### src/rtl/chnl_slave.sv
// Generic show-ahead synchronous FIFO with a separate occupancy counter.
// Latency: a word written at edge N is visible on rd_dat after edge N.
// Backpressure: writes are dropped when full; reads are ignored when empty.
module fifo #(
    parameter int DEPTH = 32,
    parameter int W     = 32,
    parameter int CW    = $clog2(DEPTH) + 1
) (
    input  logic          clk,
    input  logic          rstn,
    input  logic          wr_vld,
    input  logic [W-1:0]  wr_dat,
    input  logic          rd_rdy,
    output logic          rd_vld,
    output logic [W-1:0]  rd_dat,
    output logic [CW-1:0] count
);
    localparam int AW = $clog2(DEPTH);

    logic [W-1:0]  mem [DEPTH];
    logic [AW-1:0] wr_ptr;
    logic [AW-1:0] rd_ptr;
    logic          push;
    logic          pop;

    assign push   = wr_vld && (count != CW'(DEPTH));
    assign rd_vld = (count != '0);
    assign pop    = rd_rdy && rd_vld;
    assign rd_dat = mem[rd_ptr];

    // Storage carries no reset; validity is tracked by count alone.
    always_ff @(posedge clk) begin
        if (push) begin
            mem[wr_ptr] <= wr_dat;
        end
    end

    always_ff @(posedge clk or negedge rstn) begin
        if (!rstn) begin
            wr_ptr <= '0;
            rd_ptr <= '0;
            count  <= '0;
        end else begin
            if (push) begin
                wr_ptr <= wr_ptr + AW'(1);
            end
            if (pop) begin
                rd_ptr <= rd_ptr + AW'(1);
            end
            case ({push, pop})
                2'b10:   count <= count + CW'(1);
                2'b01:   count <= count - CW'(1);
                default: count <= count;
            endcase
        end
    end
endmodule

// Channel slave: parity-checks channel beats and queues good ones for the arbiter.
// Latency: one cycle from accepted beat to slv_val/slv_data.
// Backpressure: ch_wait is raised combinationally when disabled or the FIFO is full.
module chnl_slave #(
    parameter int DEPTH = 32,
    parameter int CW    = $clog2(DEPTH) + 1
) (
    input  logic          clk,
    input  logic          rstn,
    input  logic          chnl_en,
    input  logic [31:0]   ch_data,
    input  logic          ch_data_p,
    input  logic          ch_valid,
    output logic          ch_wait,
    output logic          ch_parity_err,
    output logic          slv_val,
    output logic [31:0]   slv_data,
    output logic [CW-1:0] slv_margin,
    input  logic          a2s_ack
);
    logic [CW-1:0] occ;
    logic          accept;
    logic          par_ok;
    logic          push;

    assign ch_wait    = !chnl_en || (occ == CW'(DEPTH));
    assign accept     = ch_valid && !ch_wait;
    assign par_ok     = (ch_data_p == ^ch_data);
    assign push       = accept && par_ok;
    assign slv_margin = CW'(DEPTH) - occ;

    // Bad beats are consumed from the channel but never stored.
    always_ff @(posedge clk or negedge rstn) begin
        if (!rstn) begin
            ch_parity_err <= 1'b0;
        end else begin
            ch_parity_err <= accept && !par_ok;
        end
    end

    fifo #(
        .DEPTH (DEPTH),
        .W     (32),
        .CW    (CW)
    ) u_fifo (
        .clk    (clk),
        .rstn   (rstn),
        .wr_vld (push),
        .wr_dat (ch_data),
        .rd_rdy (a2s_ack),
        .rd_vld (slv_val),
        .rd_dat (slv_data),
        .count  (occ)
    );
endmodule

### config.mk
export PLATFORM = sky130hd
export DESIGN_NAME = chnl_slave
export DESIGN_NICKNAME = d
export VERILOG_FILES = /design/src/rtl/chnl_slave.sv
export SDC_FILE = /design/constraint.sdc
export NUM_CORES = 1
export LEC_CHECK = 0
export BUFFER_PORTS_ARGS = -buffer_cell sky130_fd_sc_hd__buf_2
export CAP_MARGIN = 0
export CORE_UTILIZATION = 64
export CTS_CLUSTER_SIZE = 28
export DETAILED_ROUTE_END_ITERATION = 8
export MAX_ROUTING_LAYER = met4
export PLACE_DENSITY = 0.81
export SYNTH_ARGS = -nofsm -noshare
export SYNTH_HDL_FRONTEND = slang
export SYNTH_SLANG_ARGS = --single-unit
### constraint.sdc
create_clock -name clk -period 8.5 [get_ports clk]
set_clock_uncertainty 0.1 [all_clocks]
set_input_delay 1.7 -clock clk [delete_from_list [all_inputs] [get_ports clk]]
set_output_delay 1.7 -clock clk [all_outputs]
set_load 0.01 [all_outputs]
==> Yosys cells after proc, flatten, opt, wreduce, memory -nomap -nowiden <==
Memory sizes are Yosys's and may differ from the RTL's.
Index checks and enable logic that the tools add are counted.
{ "totals": {"reg_bits": 17, "input_bits": 38, "out_inout_bits": 41, "wordCells": 30, "ram_bits": 1024, "mem_count": 1} }
{ "classes": {"n_reduce_logical": 12, "n_mux": 3, "n_addsub": 5, "eq_ne": 5} }
{ "mem_list": {"columns": ["name", "words", "word_bits", "read_ports", "rd_clocked_by_memory_dff", "wr", "line_no", "rtl"], "rows": [
  ["u_fifo.mem", 32, 32, 1, 0, 1, "20", "logic [W-1:0] mem [DEPTH];"]
]} }
{ "op_table": {"columns": ["operator", "n"], "rows": [
  ["$reduce_xor 32->1", 1],
  ["$pmux 6 s2", 1],
  ["$add 5x1->5 const B", 2],
  ["$add 6x1->6 const B", 1],
  ["$eq 6x6->1 const B", 1],
  ["$ne 6x6->1 const B", 1],
  ["$reduce_bool 6->1", 1],
  ["$sub 6x1->6 const B", 1],
  ["$sub 6x6->6 const A", 1],
  ["$logic_and 1x1->1", 5],
  ["$logic_not 1->1", 3],
  ["$eq 2x1->1 const B", 1],
  ["$eq 2x2->1 const B", 1],
  ["$mux 1", 2],
  ["$reduce_bool 2->1", 1],
  ["$eq 1x1->1", 1],
  ["$logic_or 1x1->1", 1]
]} }

==> Depth between registers and ports, before layout <==
{ "logic_depth": {"depth_word": 8, "mapped_depth": 17, "ltp_nobuf": 17} }

==> Hierarchy <==
A second synthesis with hierarchy kept.
{ "unflattened": {"cells_unflattened": 1856, "area_unflattened_um2": 40291.1} }
{ "modules_own_cells": {"columns": ["module", "area_each_um2", "n_inst", "cells_per_inst", "seq_area_each_um2"], "rows": [
  ["fifo", 39862.0, 1, 1808, 31149.9],
  ["chnl_slave", 429.2, 1, 48, 25.0]
]} }

==> Worst setup path before layout <==
Ideal clock, no wire load.
{ "synth_timing": {"path_kind": "input to register", "startpoint": "in ch_data[29]", "endpoint": "mem u_fifo.mem[29][0], enable pin", "stages": 7, "setup_time_ns": 0.421, "required_time_ns": 7.979, "arrival_time_ns": 4.536, "path_buffers": 0, "setup_slack_ns": 3.443, "path_cell_list": "xnor2_1 xnor2_1 xnor2_1 xnor3_1 mux2i_4 nand2_1 nor2_1"} }
{ "synth_between": {"elab_chain_len": 6} }
{ "synth_lines": {"columns": ["item", "line_no", "rtl"], "rows": [
  ["start, declared", "69", "input logic [31:0] ch_data,"],
  ["$reduce_xor 32->1", "86", "assign par_ok = (ch_data_p == ^ch_data);"],
  ["$eq 1x1->1", "86", null],
  ["$logic_and 1x1->1", "87", "assign push = accept && par_ok;"],
  ["$logic_and 1x1->1", "26", "assign push = wr_vld && (count != CW'(DEPTH));"],
  ["$mux 1", "33", "if (push) begin"],
  ["$mux 1 (not written as such)", "34", "mem[wr_ptr] <= wr_dat;"],
  ["end, declared", "20", null]
]} }
Every way passes these cells.

==> Worst setup path after layout <==
{ "layout_timing": {"startpoint": "reg u_fifo.rd_ptr[0]", "endpoint": "out slv_data[21]"} }
{ "layout_between": {"elab_chain_len": 1} }
{ "layout_lines": {"columns": ["item", "line_no", "rtl"], "rows": [
  ["start, declared", "22", "logic [AW-1:0] rd_ptr;"],
  ["start signal, assigned", "48", "rd_ptr <= rd_ptr + AW'(1);"],
  ["$mem_v2 32x32", null, null],
  ["end, declared", "75", "output logic [31:0] slv_data,"]
]} }
Every way passes these cells.

==> impl_metrics.py <==
metrics = {
    "detailed_routing": {
        "wl_per_cell_um": 36.1,
        "via_per_inst": 7.10,
        "dr.pass1.iters": 8,
        "wl_met2_um": 48500,
        "wl_met3_um": 9670,
        "vias": 19000,
        "routed_wl_um": 96600,
        "drt_iter0_drc": 2564,
        "wl_met1_um": 35500,
        "routed.top_layer": "met4",
        "post-route-drc-count": 0,
        "antenna_left": 0,
    },
    "clocking": {
        "cts.clk_slew.worst_paths_ns": 0.06,
        "tritoncts": "done",
        "clock_path_buffers": 3,
        "cts_hold_buffers": 0,
        "cts_max_level": 3,
        "cts_sinks": 1041,
        "cts-root-buf": "clkbuf_16",
        "clock_latency_ns": 0.66,
        "postCtsSetupBuffers": 0,
        "ctsResizeCount": 0,
        "cts_buffers": 98,
    },
    "global_routing": {
        "grt_pass1_vias": 19600,
        "grt_pass1_wl_um": 138000,
        "antenna_found_initial": 4,
        "grt_overflow": 0,
        "grt_max_degree": 136,
        "globalRouteTotalUtil_pct": 32.3,
    },
    "outcome": {
        "outcome": "finished, final reports clean",
    },
    "timing": {
        "drv_slew": 0,
        "setup_tns_ns": 0,
        "tightest_slew_ns": 1.37,
        "fmax_ghz": 0.174,
        "final.min_clock_period_ns": 5.75,
        "post-route-period-util_pct": 67.7,
        "rsz0062_at_grt": "false",
        "setup_viol": 0,
        "max-slew-margin-rel_pct": 8.41,
        "hold_viol_final": 0,
        "setup_slack_ns": 2.75,
        "whs_ns": 0.400,
    },
    "floorplanning": {
        "io_pins": 79,
        "rows": 91,
        "die_w_um": 252,
        "start_util_pct": 64.9,
        "core_mm2": 0.0618,
        "die_h_um": 252,
        "die_area_mm2": 0.0637,
    },
    "worst_setup_path": {
        "criticalPathCategory": "flop to output pin",
        "crit_path_end_kind": "output pin",
        "arrival_ns": 3.95,
        "worstPathRequired_ns": 6.70,
        "crit_fanout": 77,
        "start_kind": "flop",
    },
    "placed_design": {
        "dp_hpwl_um": 48000,
        "port_buffers": 78,
        "place_ws_ns": 2.38,
        "routabilityCongestion": 0.830,
        "place_area_mm2": 0.0418,
    },
    "power_and_ir_drop": {
        "ir_drop_mv": 0.939,
        "power_density_mw_per_mm2": 325,
        "p_leak_nw": 14.0,
    },
    "logic_synthesis": {
        "synth_top_cell_area_share_pct": 76.6,
        "yosys.cell_count.top_type": "edfxtp_1",
        "synth.top_cells.by_count": "edfxtp_1, mux4_2, clkbuf_1",
        "ys_ff_latch": 1041,
        "ys.flop_type": "edfxtp_1",
        "avgSynthCellArea_um2": 24.7,
        "synth_edf_count": 1024,
        "syn_inst": 1626,
        "synth_warnings": 0,
        "synth_top_cell_by_area": "edfxtp_1",
        "syn_nets": 1676,
        "synth_area_leaders": "edfxtp_1, mux4_2, dfrtp_1",
        "async_reset_ff_share_pct": 1.63,
        "synth_area_mm2": 0.0401,
        "yosysSeqAreaShare_pct": 77.7,
        "synth_cell_types": 32,
    },
    "cells_and_area": {
        "utilization_pct": 72.8,
        "drive_gt1_share_pct": 35.1,
        "area.growth.synth_to_final_pct": 12.1,
        "layout.nets": 1807,
        "fin_area_mm2": 0.0450,
    },
    "flow_run": {
        "max_cap_violations": 0,
    },
    "min_path": {
        "hp-class": "flop to flop",
    },
}
-- critical path, cell delays in order (launching register included) --
cell,delay (ns)
dfrtp_4,0.87
buf_12,0.52
mux4_2,0.64
mux4_2,0.58
mux2_2,0.37
buf_2,0.17
-- cells by family after synthesis --
| kind of cell | after synthesis | synth area share (%) |
|---|---|---|
| and+or+nand+nor | 69 | 0.782 |
| buffers and inverters | 91 | 0.941 |
| DFF | 1041 | 77.7 |
| muxes | 355 | 19.0 |
| xor gates and xnor gates | 47 | 1.09 |
| AOI/OAI and AO/OA | 11 | 0.162 |
| adders and majority gates | 12 | 0.393 |
-- routing by layer --
metal	track usage, %	vias to the layer above
li1	-	7239
met1	44.3	10100
met5	-	-
met2	50.4	1419
met3	5.49	213
met4	10.9	0
-- cells in the final DEF, fill, tap and decap left out, drive strengths merged, types with 3 or more instances in the layout --
master    netlist  routed
a21oi           3       3
buf            30     114
bufinv          0      11
clkbuf         53     115
clkinv          0      43
clkinvlp        0       5
dfrtp          17      17
diode           0       3
edfxtp       1024    1024
ha             11      11
inv             8      11
mux2           34      34
mux4          320     320
nand2          12      12
nand3b          3       3
nand4           4       4
nor2           39      39
o21ai           4       4
xnor2          38      38
xor2            7       7
-- where the power goes --
group,internal (W),switching (W),leakage (nW)
Clock,0.00250,0.00187,1.53
Sequential,0.00579,0.000213,9.41
Combinational,0.00207,0.00217,3.05
Total,0.0104,0.00426,14.0
-- state kept, by name, summed over array words and instances (netlist names) --
register       flops
u_fifo.count       6
u_fifo.mem      1024
u_fifo.wr_ptr      5
u_fifo.rd_ptr      5
ch_parity_err      1
-- final cells by class --
cell class,count,area (um^2)
flip-flops and latches,1041,31200
fillers,3133,16800
multi-input cells,494,8830
clock buffers,115,2580
well taps,837,1050
repair buffers,114,723
clock inverters,62,577
inverters,8,30.0
diodes,3,7.51
-- metrics by stage --
step	power (W)	instances
2_1_floorplan	0.00890	1626
3_3_place_gp	0.0102	2494
3_5_place_dp	0.0103	2494
4_1_cts	0.0147	2671
5_1_grt	0.0150	2674
6_report	0.0146	2674
-- path summary, 6_finish.rpt --
check                                  from           endpoint  slack (ns)  cells past startpoint
min reg2reg                u_fifo.rd_ptr[3]   u_fifo.rd_ptr[3]        0.40                      1
min in group asynchronous              rstn    u_fifo.count[5]        0.88                      1
max                        u_fifo.rd_ptr[0]       slv_data[21]        2.75                      5
min                        u_fifo.rd_ptr[3]   u_fifo.rd_ptr[3]        0.40                      1
max reg2reg                 u_fifo.count[0]  u_fifo.mem[22][7]        4.10                      9
max in group asynchronous              rstn   u_fifo.rd_ptr[4]        7.09                      1
Note: power is estimated with default switching activity, not from simulation.
